$ cat config.mk
export PLATFORM = sky130hd
export DESIGN_NAME = sram_port_arbiter
export DESIGN_NICKNAME = d
export VERILOG_FILES = /design/src/rtl/sram_port_arbiter_pkg.sv /design/src/rtl/sram_init_sweeper.sv /design/src/rtl/sram_port_arbiter.sv
export SDC_FILE = /design/constraint.sdc
export NUM_CORES = 1
export LEC_CHECK = 0
export CORE_AREA = 2 2 134 136
export CTS_BUF_LIST = sky130_fd_sc_hd__clkbuf_4
export CTS_CLUSTER_SIZE = 16
export DETAILED_ROUTE_END_ITERATION = 16
export DIE_AREA = 0 0 136 138
export RECOVER_POWER = 100
export SLEW_MARGIN = 10
export SYNTH_ARGS = -nofsm -noshare
export SYNTH_HDL_FRONTEND = slang
export SYNTH_SLANG_ARGS = --single-unit
$ cat constraint.sdc
create_clock -name RW0_clk -period 1.75 [get_ports RW0_clk]
set_input_delay 0.35 -clock RW0_clk [delete_from_list [all_inputs] [get_ports RW0_clk]]
set_output_delay 0.35 -clock RW0_clk [all_outputs]
set_load 0.03 [all_outputs]
$ cat src/rtl/sram_port_arbiter_pkg.sv
// sram_port_arbiter_pkg: shared defaults, controller state and lane geometry
package sram_port_arbiter_pkg;

    localparam int ADDR_W_DEF = 10;
    localparam int DATA_W_DEF = 70;
    localparam int LANES_DEF  = 10;
    localparam int LANE_W     = DATA_W_DEF / LANES_DEF;

    typedef enum logic {
        INIT,
        RUN
    } state_t;

endpackage

$ cat src/rtl/sram_init_sweeper.sv
// sram_init_sweeper: walks every array address once after reset so the
// controller can zero-fill the macro before serving requests
module sram_init_sweeper
    import sram_port_arbiter_pkg::*;
#(
    parameter int ADDR_W = ADDR_W_DEF
) (
    input  logic              RW0_clk,
    input  logic              rst_n,
    output logic              last,
    output logic              done,
    output logic [ADDR_W-1:0] addr
);

    logic [ADDR_W-1:0] cnt;

    always_ff @(posedge RW0_clk or negedge rst_n) begin
        if (!rst_n) begin
            cnt  <= '0;
            done <= 1'b0;
        end else if (!done) begin
            cnt  <= cnt + 1'b1;
            done <= &cnt;
        end
    end

    always_comb begin
        addr = cnt;
        last = !done && (&cnt);
    end

endmodule

$ cat src/rtl/sram_port_arbiter.sv
// sram_port_arbiter: owns the single RW port of the lane-masked array,
// zero-fills it after reset, then arbitrates refill writes against lookups
module sram_port_arbiter
    import sram_port_arbiter_pkg::*;
#(
    parameter int ADDR_W     = ADDR_W_DEF,
    parameter int DATA_W     = DATA_W_DEF,
    parameter int LANES      = LANES_DEF,
    parameter int STARVE_MAX = 4
) (
    input  logic              RW0_clk,
    input  logic              rst_n,
    input  logic              wr_valid,
    output logic              wr_ready,
    input  logic [ADDR_W-1:0] wr_addr,
    input  logic [LANES-1:0]  wr_mask,
    input  logic [DATA_W-1:0] wr_data,
    input  logic              rd_valid,
    output logic              rd_ready,
    input  logic [ADDR_W-1:0] rd_addr,
    output logic              rd_resp_valid,
    output logic [DATA_W-1:0] rd_resp_data,
    output logic              init_done,
    output logic [ADDR_W-1:0] sram_addr,
    output logic              sram_en,
    output logic              sram_wmode,
    output logic [LANES-1:0]  sram_wmask,
    output logic [DATA_W-1:0] sram_wdata,
    input  logic [DATA_W-1:0] sram_rdata
);

    localparam int SW = (STARVE_MAX < 1) ? 1 : $clog2(STARVE_MAX + 1);
    localparam logic [SW-1:0] STARVE_TOP = SW'(STARVE_MAX);

    state_t            state_q;
    state_t            state_d;
    logic [SW-1:0]     starve_cnt;
    logic              sweep_last;
    logic              sweep_done;
    logic [ADDR_W-1:0] sweep_addr;
    logic              run;
    logic              rd_win;
    logic              wr_win;

    sram_init_sweeper #(
        .ADDR_W(ADDR_W)
    ) u_sweep (
        .RW0_clk(RW0_clk),
        .rst_n  (rst_n),
        .last   (sweep_last),
        .done   (sweep_done),
        .addr   (sweep_addr)
    );

    always_ff @(posedge RW0_clk or negedge rst_n) begin
        if (!rst_n) state_q <= INIT;
        else        state_q <= state_d;
    end

    always_comb begin
        state_d = (state_q == INIT && sweep_last) ? RUN : state_q;
        run     = state_q == RUN;
        // a starved read overrides the default write priority
        rd_win  = run && rd_valid && (!wr_valid || starve_cnt == STARVE_TOP);
        wr_win  = run && wr_valid && !rd_win;
    end

    always_ff @(posedge RW0_clk or negedge rst_n) begin
        if (!rst_n)                          starve_cnt <= '0;
        else if (!run || rd_win || !rd_valid) starve_cnt <= '0;
        else if (starve_cnt != STARVE_TOP)    starve_cnt <= starve_cnt + 1'b1;
    end

    always_ff @(posedge RW0_clk or negedge rst_n) begin
        if (!rst_n) rd_resp_valid <= 1'b0;
        else        rd_resp_valid <= rd_win;
    end

    always_comb begin
        sram_en    = 1'b0;
        sram_wmode = 1'b0;
        sram_addr  = '0;
        sram_wmask = '0;
        sram_wdata = '0;
        if (!run) begin
            sram_en    = 1'b1;
            sram_wmode = 1'b1;
            sram_addr  = sweep_addr;
            sram_wmask = '1;
        end else if (wr_win) begin
            sram_en    = 1'b1;
            sram_wmode = 1'b1;
            sram_addr  = wr_addr;
            sram_wmask = wr_mask;
            sram_wdata = wr_data;
        end else if (rd_win) begin
            sram_en    = 1'b1;
            sram_addr  = rd_addr;
        end
    end

    assign wr_ready     = wr_win;
    assign rd_ready     = rd_win;
    assign init_done    = sweep_done;
    assign rd_resp_data = sram_rdata;

    a_one_grant: assert property (@(posedge RW0_clk) disable iff (!rst_n) !(wr_ready && rd_ready));
    a_done_run:  assert property (@(posedge RW0_clk) disable iff (!rst_n) init_done == run);

endmodule

======== After elaboration in Yosys (flattened, before gate mapping) ========
Cells that the tools add are included.
storage, ports and cells
  bits in registers ....................... 16
  bits of input ports ..................... 174
  word-level logic and storage cells ...... 41
cells by class
  add/sub/neg operators ................... 2
  equal/unequal tests ..................... 2
  multiplexer cells ....................... 15
  bitwise logic cells ..................... 1
  reduce and logical (&&, ||, !) cells .... 16
operators with widths
  kind                                            count
  two-way mux 70 bit                              2
  two-way mux 10 bit                              5
  adder 10 x 1 -> 10 bit (second input constant)  1
  AND reduction 10 bit                            1
  logical AND 1 bit                               6
  two-way mux 1 bit                               6
  two-way mux 3 bit                               2
  zero test 1 bit                                 5
  adder 3 x 1 -> 3 bit (second input constant)    1
  equality test 3 bit (second input constant)     1
  logical OR 1 bit                                3
  inequality test 3 bit (second input constant)   1
  nonzero test 2 bit                              1
  NOT 1 bit                                       1

======== Depth between registers and ports, before layout ========
  depth after elaboration ................. 7
  mapped depth ............................ 7

======== Hierarchy ========
A second synthesis with hierarchy kept.
unflattened totals
  cell total of the unflattened synthesis .. 257
  area total of the unflattened synthesis .. 2059.5 sq um
modules (own cells, without submodules)
  module             times used  cells each  area each (sq um)
  sram_port_arbiter  1           216         1531.5
  sram_init_sweeper  1           41          528.0

======== Least setup slack after synthesis ========
Ideal clock, no wire load.
  path type ............................... flip-flop to output port
  start point ............................. register starve_cnt[0]
  end point ............................... output sram_wdata[60]
  arrival time ............................ 1.778 ns
  required time ........................... 1.400 ns
  slack ................................... -0.378 ns
  cell stages (with the launch flop) ...... 8
  cells stage by stage .................... dfrtp_1 > inv_1 > ha_1 > nand3_1 > and3_1 > buf_6 > clkbuf_1 > and2_1
on the way
  longest elaborated chain between the ends .. 7
RTL lines
  item                    RTL line                 RTL
  start, declared         sram_port_arbiter.sv:37  logic [SW-1:0] starve_cnt;
  start signal, assigned  sram_port_arbiter.sv:71  else if (starve_cnt != STARVE_TOP) starve_cnt <= starve_cnt + 1'b1;
  equality test 3 bit     sram_port_arbiter.sv:64  rd_win = run && rd_valid && (!wr_valid || starve_cnt == STARVE_TOP);
  logical OR 1 bit        sram_port_arbiter.sv:64
  logical AND 1 bit       sram_port_arbiter.sv:64
  zero test 1 bit         sram_port_arbiter.sv:65  wr_win = run && wr_valid && !rd_win;
  logical AND 1 bit       sram_port_arbiter.sv:65
  via wr_ready            sram_port_arbiter.sv:14  output logic wr_ready,
  two-way mux 70 bit      sram_port_arbiter.sv:90  end else if (wr_win) begin
  two-way mux 70 bit      sram_port_arbiter.sv:85  if (!run) begin
  end, declared           sram_port_arbiter.sv:28  output logic [DATA_W-1:0] sram_wdata,
The timed path passes the listed nets, and every way through them passes these cells.

======== Worst setup path after layout ========
  start point ............................. register starve_cnt[0]
  end point ............................... output sram_addr[2]
on the way
  longest elaborated chain between the ends .. 7
RTL lines
  item                   RTL line                 RTL
  equality test 3 bit *  sram_port_arbiter.sv:64
  logical OR 1 bit *     sram_port_arbiter.sv:64
  logical AND 1 bit *    sram_port_arbiter.sv:64
  zero test 1 bit        sram_port_arbiter.sv:65
  logical AND 1 bit      sram_port_arbiter.sv:65
  two-way mux 10 bit *   sram_port_arbiter.sv:90
  two-way mux 10 bit *   sram_port_arbiter.sv:85
  end, declared          sram_port_arbiter.sv:24  output logic [ADDR_W-1:0] sram_addr,
Mark *: on every way between the ends. The rest lies on a longest branch, timed or not.

==> flow_summary_export.csv <==
group,metric,value,unit
place,place_inst,612,
hold_path,holdCritStartpoint,"u_sweep.addr[6]",
worst_setup_path,critPathKind,"reg -> out",
sta,fin_ws,-0.4345,ns
detailed_routing,top_layer,"met4",
worst_setup_path,end_kind,"primary output",
layout,final_cell_area,0.004425,sq mm
worst_setup_path,r2r_start,"u_sweep.addr[0]",
power,p_leak,1.881,nW
place,portBuffers,199,
power,power.internal,0.6573,mW
clock_network,ctsHoldBuffers,0,
sta,setup_viol,93,
die,pin_count,340,
power,power.share.clock,23.9,%
detailed_routing,vias,2294,
die,die_w,136,microns
layout,final_cell_mix,"101 x clkdlybuf4s50_1, 59 x buf_6, 53 x and2_4",
detailed_routing,m1WireLength,3759,microns
global_routing,overflow,0,
sta,grt_setup_unrepaired,"yes",
place,place_area,0.003935,sq mm
power,irDropWorstVdd,278.0,uV
layout,diodes,0,
die,num_rows,49,
sta,timing.fmax,0.4578,GHz
sta,skew,0.0003124,ns
logic_synthesis,yosys_warnings,0,
worst_setup_path,cp-start-kind,"flip-flop",
power,swShare,20.97,%
layout,nets,578,
detailed_routing,drc,0,
layout,layout_commonest_cell,"clkdlybuf4s50_1",
sta,finalHoldViolations,0,
clock_network,clk_path_buf_depth,2,
worst_setup_path,arrival,1.83,ns
logic_synthesis,yosysSeqAreaShare,20.10,%
die,core_area,0.01753,sq mm
die,die_h,138,microns
sta,fin_worst_hold_slack,0.5004,ns
global_routing,track_usage,10.50,%
sta,drv_slew,0,
detailed_routing,via_per_inst,3.647,
layout,final_cell_count_no_fill,629,
global_routing,grt_pass1_vias,2461,
logic_synthesis,ys_ff_latch,16,
sta,max_slew_margin,39.27,%
logic_synthesis,avgSynthCellArea,7.751,sq um
power,powerDensity,187.9,mW/mm^2
place,gp_congestion,0.8006,
clock_network,cts_root_buf,"clkbuf_4",
detailed_routing,routed_wl,10500,microns
die,die_area,0.01877,sq mm
logic_synthesis,synth_cell_types,29,
place,dp.final_hpwl,8435,microns
clock_network,path_clk_slew,0.09,ns
clock_network,clock_latency,0.28,ns
clock_network,clock_sinks,16,
logic_synthesis,synth_cells,257,
power,pwr-share-seq,44.4,%
worst_setup_path,path_max_fanout,6,
detailed_routing,firstDrtPassIters,4,
power,p_switching,0.1744,mW
worst_setup_path,cp.required,1.40,ns
detailed_routing,ant_nets,0,
power,power_frac_comb,31.7,%
sta,finalCritPeriodShare,124.8,%
global_routing,antenna_found_initial,0,
sta,tightest_slew,0.9110,ns
detailed_routing,wl_met2,5456,microns
run_status,violations,"negative setup slack",
worst_setup_path,startpoint,"starve_cnt[0]",
clock_network,cts_buffers,3,
global_routing,grt_pass1_wl,15060,microns
detailed_routing,wl_per_cell,16.69,microns
detailed_routing,dr_wl_met3,1127,microns
clock_network,htree_levels,1,
layout,fill_cells,1862,
logic_synthesis,synth_nets,434,
hold_path,holdCritPathClass,"reg -> reg",
clock_network,cts_tree,"yes",
die,floorplan.initialDensity,11.36,%
layout,drive_gt1_share,48.25,%
flow_run,drv_cap,0,
sta,period_needed,2.185,ns
global_routing,grt_max_degree,32,
detailed_routing,drt_iter0_drc,78,
layout,post-route-util,25.24,%
layout,area_growth,122.2,%
run_status,status,"complete, but fails checks",
logic_synthesis,netlist_area,0.001992,sq mm
## metrics by stage
stage          setup TNS (ns)  total power [mW]  setup WS (ns)
6_report               -26.41            0.8317        -0.4345
5_1_grt                -34.09            0.8713        -0.4959
4_1_cts                -30.10            0.8423        -0.4466
3_5_place_dp           -39.21            0.6397        -0.5556
3_3_place_gp           -36.84            0.6370        -0.5485
2_1_floorplan         -0.6057            0.6864       -0.06729
## critical path, stage by stage (launching register included)
cell	delay [ns]
dfrtp_1	0.37
inv_2	0.06
ha_4	0.16
buf_4	0.13
nand2_1	0.07
a21oi_2	0.08
buf_4	0.17
a221o_2	0.36
buf_6	0.14
## final timing paths
check	endpoint	slack (ns)	cells after the start
max in group asynchronous	u_sweep.addr[7]	0.50	2
min in group asynchronous	starve_cnt[1]	0.70	2
setup / recovery	sram_addr[2]	-0.43	8
hold / removal	u_sweep.addr[6]	0.50	1
hold reg to reg	u_sweep.addr[6]	0.50	1
setup reg to reg	u_sweep.addr[8]	0.37	4
## power by group through the flow
stage	sequential [mW]	combinational [mW]	clock [mW]
after floorplan	0.377	0.310	0
after global placement	0.377	0.260	0
after detailed placement	0.377	0.263	0
after CTS	0.369	0.268	0.205
after global routing	0.370	0.279	0.223
final	0.369	0.264	0.198
## synthesized netlist by cell type (all sizes together)
cell type  count  area share [%]
nand2b         1            0.31
inv            3            0.57
nand3         13             3.3
or3b           1            0.44
mux2           1            0.57
nand2         17             3.2
and2          72              23
xor2           3             1.3
nor3b          1            0.38
nor2           6             1.1
and3           1            0.31
a221o         10             5.0
clkbuf        10             1.9
ha             3             1.9
a31o           1            0.44
mux2i          1            0.50
nor2b          9             2.8
buf           74              28
nand4b         1            0.44
nand4          2            0.63
nor3           1            0.25
and3b          1            0.44
xnor2          6             2.6
a21oi          2            0.50
a21o           1            0.38
dfrtp         16              20
## flip-flops by register name (all words and copies together) (netlist names)
signal         cells
rd_resp_valid      1
starve_cnt         3
u_sweep.addr      10
u_sweep.done       1
run                1
## cell families (layout without fill, tap and decap cells)
logic type               after synthesis  count (layout)  synth area share, %
AO/OA/AOI/OAI                         14              14                6.345
XOR/XNOR                               9               9                3.958
adder cells (fa/ha/maj)                3               3                1.885
buffers and inverters                 87             230                30.40
flip-flops                            16              16                20.10
multiplexers                           2               2                1.068
AND/OR/NAND/NOR                      126             126                36.24
## cell type report
cell class	count	area [sq um]	area share [%]
Clock inverter	1	3.754	0.08482
Multi-Input combinational cell	154	1160	26.21
Clock buffer	3	22.52	0.5089
Inverter	3	11.26	0.2545
Timing Repair Buffer	223	2541	57.42
Tap cell	229	286.5	6.474
Sequential cell	16	400.4	9.047
## timing repair
item | 4_1_cts | 5_1_grt
gates resized for setup | 117 | 6
cloned | 4 | 0
pin swaps | 19 | 3
endpoints found under the setup margin | 95 | 94
setup buffers | 8 | 3
## per-layer routing
layer | vias to the layer above | global-route usage (%)
li1 | 1040 | -
met1 | 1084 | 11.06
met2 | 146 | 19.20
met3 | 24 | 4.767
met4 | 0 | 1.864
met5 | - | 0
Power figures use the tool's default switching activity.
